[config.mk]
export PLATFORM = sky130hd
export DESIGN_NAME = fir_8tap
export DESIGN_NICKNAME = d
export VERILOG_FILES = /design/src/rtl/fir_8tap.sv
export SDC_FILE = /design/constraint.sdc
export NUM_CORES = 1
export LEC_CHECK = 0
export BUFFER_PORTS_ARGS = -buffer_cell sky130_fd_sc_hd__buf_2
export CAP_MARGIN = 10
export CELL_PAD_IN_SITES_DETAIL_PLACEMENT = 1
export CELL_PAD_IN_SITES_GLOBAL_PLACEMENT = 2
export CORE_MARGIN = 2
export CORE_UTILIZATION = 32
export DETAILED_ROUTE_END_ITERATION = 8
export GPL_TIMING_DRIVEN = 1
export PLACE_DENSITY_LB_ADDON = 0.3
export SYNTH_ARGS = -nofsm -noshare
export SYNTH_HDL_FRONTEND = slang
export SYNTH_SLANG_ARGS = --single-unit
[constraint.sdc]
create_clock -name Clk -period 14 [get_ports Clk]
set_input_delay 2.8 -clock Clk [delete_from_list [all_inputs] [get_ports Clk]]
set_output_delay 2.8 -clock Clk [all_outputs]
set_load 0.02 [all_outputs]
[src/rtl/fir_8tap.sv]
// 8-tap direct-form FIR: 16-bit signed samples in, registered 32-bit signed sum out, one sample per clock.
// Optional macro FIR_VALID_EN adds a registered Yvalid flag that rises once all eight taps hold post-reset samples.
module fir_8tap #(
  parameter logic signed [15:0] COEF0 = -16'sd2,
  parameter logic signed [15:0] COEF1 = -16'sd1,
  parameter logic signed [15:0] COEF2 = 16'sd3,
  parameter logic signed [15:0] COEF3 = 16'sd4,
  parameter logic signed [15:0] COEF4 = 16'sd4,
  parameter logic signed [15:0] COEF5 = 16'sd3,
  parameter logic signed [15:0] COEF6 = -16'sd1,
  parameter logic signed [15:0] COEF7 = -16'sd2
) (
  input  logic               Clk,
  input  logic               Reset,
  input  logic signed [15:0] Xin,
`ifdef FIR_VALID_EN
  output logic signed [31:0] Yout,
  output logic               Yvalid
`else
  output logic signed [31:0] Yout
`endif
);

  localparam logic signed [15:0] COEF [8] = '{COEF0, COEF1, COEF2, COEF3,
                                              COEF4, COEF5, COEF6, COEF7};

  logic signed [15:0] x_q [8];
  logic signed [15:0] x_d [8];
  logic signed [31:0] yout_q;
  logic signed [31:0] yout_d;

  always_comb begin
    x_d[0] = Xin;
    for (int k = 1; k < 8; k++) begin
      x_d[k] = x_q[k-1];
    end
  end

  // The sum is formed from the pre-shift taps; products keep their low 32 bits, so the total wraps mod 2^32.
  always_comb begin
    yout_d = 32'sd0;
    for (int k = 0; k < 8; k++) begin
      yout_d = yout_d + (32'(x_q[k]) * 32'(COEF[k]));
    end
  end

  always_ff @(posedge Clk) begin
    if (Reset) begin
      for (int k = 0; k < 8; k++) begin
        x_q[k] <= 16'sd0;
      end
      yout_q <= 32'sd0;
    end else begin
      for (int k = 0; k < 8; k++) begin
        x_q[k] <= x_d[k];
      end
      yout_q <= yout_d;
    end
  end

  assign Yout = yout_q;

`ifdef FIR_VALID_EN
  logic [3:0] fill_q;
  logic [3:0] fill_d;
  logic       yvalid_q;
  logic       yvalid_d;

  always_comb begin
    fill_d   = (fill_q == 4'd9) ? fill_q : fill_q + 4'd1;
    yvalid_d = (fill_d == 4'd9);
  end

  always_ff @(posedge Clk) begin
    if (Reset) begin
      fill_q   <= 4'd0;
      yvalid_q <= 1'b0;
    end else begin
      fill_q   <= fill_d;
      yvalid_q <= yvalid_d;
    end
  end

  assign Yvalid = yvalid_q;
`endif

endmodule

---- Word level (Yosys, flattened, before mapping) ----
Memories as Yosys holds them, arrays and structs flattened.
Index checks and enable logic that the tools add are counted.
cells by class
  multiply operators ...................... 2
  multiplexer cells ....................... 11
  bitwise logic cells ..................... 8
  add/sub/neg operators ................... 11
operators by type and width
  kind                     count
  $mux W16                 8
  $add A32 B32 Y32         3
  $add A32 B18 Y32         2
  $add A32 B19 Y32         2
  $neg A16 Y32             2
  $neg A16 Y31             2
  $mul A16 B3 Y19 const B  2
  $or A1 B1 Y1             8
  $mux W1                  3
storage, ports and cells
  bits of input ports ..................... 18
  bits in writable memories ............... 128
  logic and storage cells ................. 34
  memories ................................ 1
  register bits ........................... 32
  output and inout port bits .............. 32
memories
  name  words  width  rd ports  clocked after Yosys merged registers in  wr ports  RTL line  source
  x_q   8      16     8         0                                        8         27        logic signed [15:0] x_q [8];

---- Longest topological paths before layout ----
Gate-level depths: netlist of the first run.
An unclocked memory read counts as a cell.
  depth after elaboration ................. 9
  depth in mapped cells ................... 25
  mapped depth without buffers ............ 25

---- Worst setup path before layout of the first run ----
Ideal clock, no wire load.
  kind .................................... register to register
  start ................................... mem x_q[0][5]
  end ..................................... reg yout_q[29], in the netlist Yout[29]
  data arrival time ....................... 6.379 ns
  data required time ...................... 13.877 ns
  slack ................................... 7.497 ns
  clock period less this slack ............ 6.503 ns
  library setup time ...................... 0.123 ns
  stages on the path, launching flop included .. 26
  path buffers ............................ 0
  path through ............................ dfxtp_1 > or4_4 > nor4_2 > nand2b_1 > nor2_1 > nand2_1 > nor4_1 > xnor2_1 > fa_1 > fa_1 > inv_1 > fa_1 > inv_1 > fa_1 > inv_1 > fa_1 > inv_1 > ha_1 > a21oi_1 > nor2_1 > a211o_1 > a221o_1 > a31o_1 > a211oi_2 > o2bb2ai_1 > mux2_1
RTL lines
  item                  RTL line  source
  from (decl)           27
  to (signal assigned)  57        yout_q <= yout_d;
  to (decl)             29        logic signed [31:0] yout_q;

==> results of run 1 <==
-- layer usage --
metal | global-route usage | vias to the layer above | wire length [um]
met5 | 0 | - | 0
met4 | 0.0432 | 0 | 377
met3 | 0.0270 | 18 | 524
met2 | 0.279 | 50 | 13900
met1 | 0.189 | 3857 | 11800
li1 | - | 3636 | -
-- Yosys cell counts, types with 12 or more instances --
cell type / count
dfxtp_1: 160
nor2_1: 115
nor2b_1: 72
clkbuf_1: 14
a21oi_1: 21
nand2_1: 18
fa_1: 190
ha_1: 82
or2_2: 19
xnor2_1: 32
a31oi_1: 12
xor2_1: 20
inv_1: 297
-- stage by stage --
stage | hold slack (ns) | worst slack [ns]
2_1_floorplan | 0.420 | 7.50
3_3_place_gp | 0.430 | 7.10
3_5_place_dp | 0.434 | 6.97
4_1_cts | 0.440 | 6.94
5_1_grt | 0.467 | 6.45
6_report | 0.440 | 6.97
-- sequential cells by signal, summed over array words and instances (netlist names) --
signal  cells
Yout       32
x_q       128
-- kinds of logic after synthesis --
| logic type | share of synthesized area |
|---|---|
| AO/OA/AOI/OAI | 0.0515 |
| XOR/XNOR | 0.0399 |
| adder cells (fa/ha/maj) | 0.408 |
| buffers and inverters | 0.103 |
| flip-flops | 0.271 |
| multiplexers | 0.00285 |
| AND/OR/NAND/NOR | 0.124 |
-- report_power, final --
part,internal [mW],switching (mW),leakage [nW]
registers,0.501,0.0154,1.31
clock network,0.289,0.216,0.302
logic,0.323,0.473,4.70
total,1.11,0.704,6.31
-- cell type report --
class,count,area share
clock buffer,18,0.0332
clock inverter,13,0.0132
inverter,298,0.0846
multi-input combinational,701,0.561
sequential,160,0.242
tap,468,0.0443
timing repair buffer,54,0.0219
-- how the worst max path moves through the flow --
| stage | startpoint | endpoint | slack (ns) | cells after the start |
|---|---|---|---|---|
| floorplan | x_q[0][5]$_SDFF_PP0_ | Yout[29]$_SDFF_PP0_ | 7.50 | 25 |
| global placement | x_q[0][5]$_SDFF_PP0_ | Yout[29]$_SDFF_PP0_ | 7.10 | 25 |
| detailed placement | x_q[0][5]$_SDFF_PP0_ | Yout[29]$_SDFF_PP0_ | 6.97 | 23 |
| CTS | x_q[0][5]$_SDFF_PP0_ | Yout[29]$_SDFF_PP0_ | 6.94 | 23 |
| global route | x_q[0][5]$_SDFF_PP0_ | Yout[29]$_SDFF_PP0_ | 6.45 | 23 |
| finish | x_q[0][5]$_SDFF_PP0_ | Yout[29]$_SDFF_PP0_ | 6.97 | 23 |
-- layout by cell type, fill, tap and decap left out, types with 10 or more instances in the layout --
master	Yosys	routed
inv_1	297	297
fa_1	190	190
dfxtp_1	160	160
nor2_1	115	115
ha_1	82	82
nor2b_1	72	72
buf_2	0	48
xnor2_1	32	32
a21oi_1	21	21
xor2_1	20	20
or2_2	19	19
nand2_1	18	18
clkbuf_16	0	17
a31oi_1	12	12
nor3_1	11	11
o21ai_0	11	11
nand2b_1	10	10
-- worst reg2reg max path, delay by kind of cell (launching register included) --
| kind | cells | cell delay, ns |
|---|---|---|
| muxes | 1 | 0.33 |
| AOI/OAI and AO/OA | 6 | 1.36 |
| adders and majority gates | 6 | 2.91 |
| and+or+nand+nor | 5 | 1.64 |
| buffers and inverters | 4 | 0.21 |
| xor gates and xnor gates | 1 | 0.16 |
| DFF | 1 | 0.33 |
==> results by group, run 1 <==
Placement
  • Placed cells: 1681
  • Port bufs: 49
  • Routability cong.: 0.776
  • Placed Instance Area: 12600 sq um
  • Dpl hpwl: 21400 um

Yosys
  • Main area contributors after synthesis: fa_1 32%, dfxtp_1 27%, inv_1 9.4%
  • Syn nets: 1474
  • Most used DFF post-synth: dfxtp_1
  • Asr flop ratio synth: 0
  • Flops & latches, synth: 160
  • Seq/Total Area, Yosys: 0.271
  • Post-synth EDFFs: 0
  • Synth top area share: 0.321
  • Synthesized cell area: 11800 sq um
  • Ys Warns: 0
  • Area leader, netlist: fa_1
  • Count of different cell masters after synthesis: 61
  • Synth Instances: 1184
  • Avg Synthesized Cell Area: 9.99 sq um

Min path
  • Hold Path Sink: x_q[1][62]$_SDFF_PP0_
  • HP Start: x_q[1][46]$_SDFF_PP0_
  • Worst hold path type: register to register
  • WHS Path Cells: 2

Timing
  • RSZ-0062 raised after global routing: no
  • Max Fclk: 142 MHz
  • Period utilisation layout: 0.502
  • Tmin final: 7.03 ns
  • Hold Vio Cnt, Final: 0
  • Skew final: 0.0117 ns
  • Final Max Tran Viols: 0
  • Final TNS setup: 0 ns
  • Count of final setup violators: 0
  • Relative slew margins: 0.441
  • Slew @ Worst Pin: 0.839 ns

Floorplanning
  • Die ar.: 38500 sq um
  • Starting Density: 0.324
  • Core area: 36500 sq um
  • I/O pin count: 50
  • Die Height: 196 um
  • # rows: 70
  • Die width: 196 um

GRT
  • Total GRT Usage: 0.155
  • Global-route wire length before repair: 45500 um
  • Largest net degree at the start of global routing: 85
  • Vias in the first global route: 8779
  • GRT Residual Overflow: 0
  • Initial antenna violation count: 0

Clock network
  • Clock-pin transition on the worst setup and hold timing paths: 0.07 ns
  • CTS Buf Count: 17
  • Post-cts hold buffer count: 0
  • # resized after CTS: 0
  • CTS Buffer Depth: 2
  • Sink Count: 160
  • Setup Fix Bufs, Post-CTS: 0
  • H-tree Lvls: 4
  • Root buf cell: clkbuf_16
  • CTS tree: yes
  • Skew-Pair Late Insertion Delay: 0.45 ns

Drt
  • Vias per cell: 4.42
  • Post-DRT Antenna Nets: 0
  • TritonRoute pass-1 iters: 4
  • Final wirelength: 26600 um
  • WL/cell: 15.6 um
  • Vias: 7561
  • DRC viols: 0
  • Initial DRC count: 249

Worst setup path
  • Worst r2r dst: Yout[29]$_SDFF_PP0_
  • Crit Path Class: register to register
  • Crit-path slowest cell: or4_4
  • Internal reg-to-reg setup slack: 6.97 ns
  • Cell mode on critical path: fa_1
  • WP data required: 14.33 ns
  • CP Buf/Inv Count: 4
  • Worst path max stage delay: 0.56 ns
  • CP cell instances: or4_4, nor4_2, nand2b_1, nor4_1, nor3b_1, xnor2_1, fa_1, fa_1, inv_1, fa_1, inv_1, fa_1, inv_1, fa_1, inv_1, ha_1, a21o_1, a31oi_1, a21boi_1, a31o_1, a211oi_2, o2bb2ai_1, mux2_1
  • Worst setup EP type: register
  • Worst reg2reg startpoint: x_q[0][5]$_SDFF_PP0_
  • CP top delay family: adder cells
  • R2r worst-path depth: 23
  • Crit start category: register
  • CP arrival: 7.37 ns
  • Crit-path max FO: 6

Power
  • Total power: 1.82 mW
  • Pleak: 6.31 nW
  • Worst VDD drop: 74.8 uV
  • PwrDens: 137 nW/um^2

Layout
  • Final core occ: 0.362
  • Final Non-Filler Cells: 1712
  • Post-Layout Inst Area: 13200 sq um
  • Share of cells above drive strength 1: 0.0932
  • Area of the multi-input gates: 7420 sq um
  • Ant. Diodes: 0
  • FF/Latch Area: 3200 sq um
  • Fill cells: 4160
  • Total Nets Final: 1522
  • Synth-to-layout area growth: 11.8%

Run
  • MaxCap Viol Count: 0

Run status
  • Status: finished clean
Note: power is estimated with default switching activity, not from simulation.
==> run 2, diff against run 1 <==
--- a/config.mk
+++ b/config.mk
@@ -5,6 +5,7 @@
 export SDC_FILE = /design/constraint.sdc
 export NUM_CORES = 1
 export LEC_CHECK = 0
+export ABC_AREA = 1
 export BUFFER_PORTS_ARGS = -buffer_cell sky130_fd_sc_hd__buf_2
 export CAP_MARGIN = 10
 export CELL_PAD_IN_SITES_DETAIL_PLACEMENT = 1
==> constraint.sdc (replaced) <==
create_clock -name Clk -period 7.4 [get_ports Clk]
set_input_delay 1.48 -clock Clk [delete_from_list [all_inputs] [get_ports Clk]]
set_output_delay 1.48 -clock Clk [all_outputs]
set_load 0.02 [all_outputs]
==> run 2 against run 1 <==
- non-clock buffer count decreased by 4
- highest routed layer unchanged
- critical path type unchanged
- largest power group unchanged
- worst hold slack lost 0.0081 ns
- critical path depth up 2
==> results by group, run 2 <==
Floorplanning
  • Core area: 37800 sq um
  • Starting Density: 0.326
  • I/O pin count: 50
  • Die width: 200 um
  • # rows: 71
  • Die Height: 200 um
  • Die ar.: 40000 sq um

Worst setup path
  • Crit start category: register
  • Worst path max stage delay: 0.52 ns
  • Internal reg-to-reg setup slack: 1.35 ns
  • CP top delay family: adder cells
  • Worst r2r dst: Yout[24]$_SDFF_PP0_
  • CP arrival: 6.43 ns
  • CP Buf/Inv Count: 6
  • WP data required: 7.79 ns
  • Worst reg2reg startpoint: x_q[0][0]$_SDFF_PP0_
  • Crit-path slowest cell: fa_1
  • Crit-path max FO: 6
  • Worst setup EP type: register
  • Crit Path Class: register to register
  • R2r worst-path depth: 25

Yosys
  • Flops & latches, synth: 160
  • Asr flop ratio synth: 0
  • Seq/Total Area, Yosys: 0.260
  • Synthesized cell area: 12300 sq um
  • Syn nets: 1700
  • Count of different cell masters after synthesis: 41
  • Main area contributors after synthesis: fa_1 31%, dfxtp_1 26%, inv_1 12%
  • Avg Synthesized Cell Area: 8.73 sq um
  • Post-synth EDFFs: 0
  • Area leader, netlist: fa_1
  • Synth Instances: 1410
  • Ys Warns: 0
  • Most common cell in the netlist: inv_1
  • Synth top area share: 0.309
  • Synth cell count leaders: 396 x inv_1, 200 x nor2_1, 190 x fa_1
  • Most used DFF post-synth: dfxtp_1

Timing
  • Skew final: 0.0175 ns
  • RSZ-0062 raised after global routing: no
  • Final Max Tran Viols: 0
  • Max Fclk: 165 MHz
  • Hold Worst Slack: 0.432 ns
  • Tmin final: 6.05 ns
  • Count of final setup violators: 0
  • Relative slew margins: 0.312
  • Final TNS setup: 0 ns
  • Hold Vio Cnt, Final: 0
  • Slew @ Worst Pin: 1.03 ns
  • Period utilisation layout: 0.817

GRT
  • Global-route wire length before repair: 51500 um
  • Vias in the first global route: 9715
  • Initial antenna violation count: 0
  • Total GRT Usage: 0.171
  • Largest net degree at the start of global routing: 80
  • GRT Residual Overflow: 0

Clock network
  • H-tree Lvls: 4
  • Sink Count: 160
  • Root buf cell: clkbuf_16
  • # resized after CTS: 0
  • CTS Buffer Depth: 2
  • Skew-Pair Late Insertion Delay: 0.45 ns
  • CTS Buf Count: 17
  • Clock-pin transition on the worst setup and hold timing paths: 0.07 ns
  • Setup Fix Bufs, Post-CTS: 0
  • Post-cts hold buffer count: 0
  • CTS tree: yes

Placement
  • Placed cells: 1952
  • Port bufs: 49
  • Placed Instance Area: 13100 sq um
  • Dpl hpwl: 25500 um
  • Routability cong.: 0.803

Drt
  • TritonRoute pass-1 iters: 4
  • Vias: 8566
  • Top sig layer: met4
  • Met2 Wirelength: 15900 um
  • Met3 routed WL: 624 um
  • Final wirelength: 30900 um
  • WL/cell: 15.6 um
  • DRC viols: 0
  • Met1 WL: 13900 um
  • Vias per cell: 4.32
  • Initial DRC count: 248
  • Post-DRT Antenna Nets: 0

Layout
  • Max FFs per register: 128
  • Post-Layout Inst Area: 13700 sq um
  • Commonest non-fill, non-tap cells in the layout: 396 x inv_1, 200 x nor2_1, 190 x fa_1
  • Commonest non-fill, non-tap cell in the layout: inv_1
  • Biggest register: x_q
  • Total Nets Final: 1750
  • Ant. Diodes: 0
  • Final Non-Filler Cells: 1983
  • Synth-to-layout area growth: 11.5%
  • Share of cells above drive strength 1: 0.0808

Min path
  • Worst hold path type: register to register
  • HP Start: x_q[1][33]$_SDFF_PP0_
  • WHS Path Cells: 2
  • Hold Path Sink: x_q[1][49]$_SDFF_PP0_

Power
  • PwrDens: 263 nW/um^2
  • Pleak: 6.78 nW
  • Worst VDD drop: 154 uV

Run status
  • Status: finished clean

Run
  • MaxCap Viol Count: 0
## run 2: cell types whose count changed after synthesis, sizes merged, moves of 7 or more
cell / previous run / this run
a21oi: 22 / 57
a31oi: 12 / 2
buf: 11 / 4
inv: 297 / 402
nand2: 18 / 124
nand2b: 10 / 0
nand3: 7 / 44
nor2: 116 / 206
nor2b: 72 / 0
o21ai: 15 / 40
o41ai: 7 / 0
or2: 20 / 11
xnor2: 33 / 5
## run 2: worst register-to-register path, stage by stage, from the launching register on
cell and delay [ns]:
dfxtp_1 0.33, inv_2 0.09, ha_1 0.21, nand3_2 0.18, nor2_4 0.25, nand2_1 0.12
nor3_1 0.31, xor2_1 0.21, fa_1 0.47, fa_1 0.52, inv_1 0.05, fa_1 0.47
inv_1 0.05, fa_1 0.52, inv_1 0.05, fa_1 0.52, inv_1 0.04, ha_1 0.40
nand2_1 0.14, nor2_1 0.22, inv_1 0.11, o21ai_0 0.32, nand2_1 0.09, nand3_1 0.11
o21ai_0 0.08, a21oi_1 0.15
## run 2: final cells by class
type | count | area (sq um)
fill | 4476 | 24000
multi-input combinational | 828 | 7520
sequential | 160 | 3200
inverter | 403 | 1510
tap | 511 | 639
clock buffer | 21 | 470
timing repair buffer | 50 | 255
clock inverter | 10 | 124
## run 2: report_power, final
part	internal, mW	switching (mW)	total [mW]	leakage [nW]
logic	0.557	1.15	1.70	5.19
registers	0.950	0.0369	0.987	1.31
clock network	0.527	0.395	0.921	0.287
total	2.03	1.58	3.61	6.78
## run 2: worst max-delay path by stage
stage	slack, ns	endpoint	depth (start not counted)	from
detailed placement	1.36	Yout[28]$_SDFF_PP0_	26	x_q[0][0]$_SDFF_PP0_
global route	0.90	Yout[28]$_SDFF_PP0_	26	x_q[0][0]$_SDFF_PP0_
floorplan	2.17	Yout[22]$_SDFF_PP0_	28	x_q[0][0]$_SDFF_PP0_
global placement	1.45	Yout[21]$_SDFF_PP0_	23	x_q[0][0]$_SDFF_PP0_
CTS	1.34	Yout[28]$_SDFF_PP0_	26	x_q[0][0]$_SDFF_PP0_
finish	1.35	Yout[24]$_SDFF_PP0_	25	x_q[0][0]$_SDFF_PP0_
## run 2: logic make-up (layout without fill, tap and decap cells)
logic type,Yosys count,after routing,synth area share
AOI/OAI and AO/OA,116,116,0.0508
xor gates and xnor gates,28,28,0.0199
adders and majority gates,272,272,0.393
buffers and inverters,422,484,0.129
DFF,160,160,0.260
and+or+nand+nor,412,412,0.148
## run 2: routing by layer
layer	up-vias	GRT usage
met3	20	0.0299
met5	-	0
li1	4218	-
met2	56	0.313
met1	4272	0.208
met4	0	0.0370
## run 2: stage by stage
stage / util / worst slack, ns / power (mW)
5_1_grt: 0.363 / 0.897 / 3.95
2_1_floorplan: - / 2.17 / 2.18
3_5_place_dp: 0.348 / 1.36 / 2.74
4_1_cts: 0.363 / 1.34 / 3.69
3_3_place_gp: 0.348 / 1.45 / 2.73
6_report: 0.363 / 1.35 / 3.61
==> run 3, diff against run 2 <==
==> constraint.sdc (replaced) <==
create_clock -name Clk -period 6.05 [get_ports Clk]
set_input_delay 1.21 -clock Clk [delete_from_list [all_inputs] [get_ports Clk]]
set_output_delay 1.21 -clock Clk [all_outputs]
set_load 0.02 [all_outputs]
==> run 3 against run 2 <==
- die area unchanged
- design area up 1.9%
- first-iteration DRC count down 2.8%
- combinational power up 31%
- critical path type unchanged
- via count up 0.78%
- wire length down 0.90%
- largest cell class unchanged
==> results by group, run 3 (synthesis gave the netlist of run 2 again) <==
Floorplanning
  • # rows: 71
  • Starting Density: 0.326
  • Die Height: 200 um
  • Die ar.: 40000 sq um
  • Die width: 200 um
  • Core area: 37800 sq um
  • I/O pin count: 50

Clock network
  • H-tree Lvls: 4
  • Root buf cell: clkbuf_16
  • CTS Buf Count: 17
  • CTS tree: yes
  • CTS Buffer Depth: 2
  • Sink Count: 160
  • Post-cts hold buffer count: 0
  • Skew-Pair Late Insertion Delay: 0.46 ns
  • Clock-pin transition on the worst setup and hold timing paths: 0.07 ns

Layout
  • Share of cells above drive strength 1: 0.106
  • Total Nets Final: 1765
  • Final core occ: 0.370
  • Synth-to-layout area growth: 13.6%
  • Post-Layout Inst Area: 14000 sq um
  • Commonest non-fill, non-tap cell in the layout: inv_1
  • Commonest non-fill, non-tap cells in the layout: 395 x inv_1, 194 x nor2_1, 190 x fa_1
  • Biggest register: x_q
  • Ant. Diodes: 0
  • Max FFs per register: 128

Worst setup path
  • CP arrival: 6.08 ns
  • Crit start category: register
  • WP data required: 6.41 ns
  • Crit-path max FO: 4
  • Worst path max stage delay: 0.53 ns
  • CP Buf/Inv Count: 6
  • Worst setup EP type: register
  • Worst reg2reg startpoint: x_q[0][2]$_SDFF_PP0_
  • CP top delay family: adder cells
  • Crit path from: x_q[0][2]$_SDFF_PP0_
  • Crit Path Class: register to register
  • Crit-path slowest cell: fa_1
  • Internal reg-to-reg setup slack: 0.33 ns

Timing
  • Final Max Tran Viols: 0
  • Relative slew margins: 0.338
  • Hold Vio Cnt, Final: 0
  • Skew final: 0.0145 ns
  • Max Fclk: 175 MHz
  • Hold Worst Slack: 0.431 ns
  • Count of final setup violators: 0
  • Slew @ Worst Pin: 0.990 ns
  • Final worst setup slack: 0.329 ns
  • Period utilisation layout: 0.946
  • Tmin final: 5.72 ns

Min path
  • HP Start: x_q[1][33]$_SDFF_PP0_
  • Worst hold path type: register to register

Placement
  • Placed Instance Area: 13200 sq um
  • Place WS: 0.0914 ns
  • Dpl hpwl: 25100 um
  • Port bufs: 49
  • Routability cong.: 0.792

Power
  • Total power: 4.57 mW
  • PwrDens: 327 nW/um^2
  • Worst VDD drop: 213 uV
  • Pleak: 6.86 nW

Drt
  • Final wirelength: 30600 um
  • DRC viols: 0
  • TritonRoute pass-1 iters: 4
  • WL/cell: 15.3 um
  • Vias per cell: 4.32
  • Post-DRT Antenna Nets: 0
  • Vias: 8633
  • Initial DRC count: 241

Run
  • MaxCap Viol Count: 0

GRT
  • Global-route wire length before repair: 50100 um
  • Initial antenna violation count: 0
  • Vias in the first global route: 9678
  • GRT Residual Overflow: 0
  • Largest net degree at the start of global routing: 87
  • Total GRT Usage: 0.166

Run status
  • Status: finished clean
run 3: changes by cell type in the layout (fill, tap and decap cells not counted), sizes merged:
| cell | change |
|---|---|
| clkbuf | -1 |
| clkinvlp | +2 |
| buf | +15 |
| clkinv | -1 |
| inv | -1 |
| bufinv | +1 |
run 3: worst reg2reg max path, delay by kind of cell, from the launching register on:
family	cells	cell delay, ns
AO/OA/AOI/OAI	1	0.22
buffers and inverters	6	0.38
flip-flops	1	0.33
XOR/XNOR	1	0.18
adder cells (fa/ha/maj)	6	2.84
AND/OR/NAND/NOR	12	1.68
run 3: report_power, final:
group	total, mW	internal (mW)	switching, mW	leakage, nW
combinational	2.22	0.770	1.45	5.27
clock	1.14	0.662	0.481	0.280
sequential	1.21	1.16	0.0450	1.31
run 3: repair_timing:
action / in CTS / in global routing
resized for setup: 0 / 37
endpoints found under the hold margin: 0 / 0
endpoints found under the setup margin: 0 / 15
setup buffers: 0 / 7
run 3: area by class of cell:
type | instances | area (sq um)
clock buffers | 20 | 447
flip-flops and latches | 160 | 3210
repair buffers | 65 | 368
inverters | 403 | 1520
fillers | 4470 | 23800
clock inverters | 11 | 155
multi-input cells | 828 | 7650
well taps | 511 | 639
run 3: stage by stage:
stage / std cells / TNS (ns)
global placement: 1960 / 0
detailed placement: 1960 / 0
floorplan: 1410 / 0
global route: 1998 / -0.0739
finish: 1998 / 0
CTS: 1991 / 0
run 3: layer usage:
| metal | vias to the layer above | share of wire | global-route usage | routed length, um |
|---|---|---|---|---|
| met1 | 4276 | 0.45 | 0.203 | 13900 |
| met4 | 0 | 0.018 | 0.0469 | 548 |
| li1 | 4255 | - | - | - |
| met3 | 34 | 0.023 | 0.0292 | 698 |
| met5 | - | 0 | 0 | 0 |
| met2 | 68 | 0.50 | 0.301 | 15400 |
run 3: path summary, 6_finish.rpt:
check                     endpoint  cells after the start
max reg2reg    Yout[22]$_SDFF_PP0_                     26
min reg2reg  x_q[1][49]$_SDFF_PP0_                      2
min          x_q[1][49]$_SDFF_PP0_                      2
max            Yout[22]$_SDFF_PP0_                     26
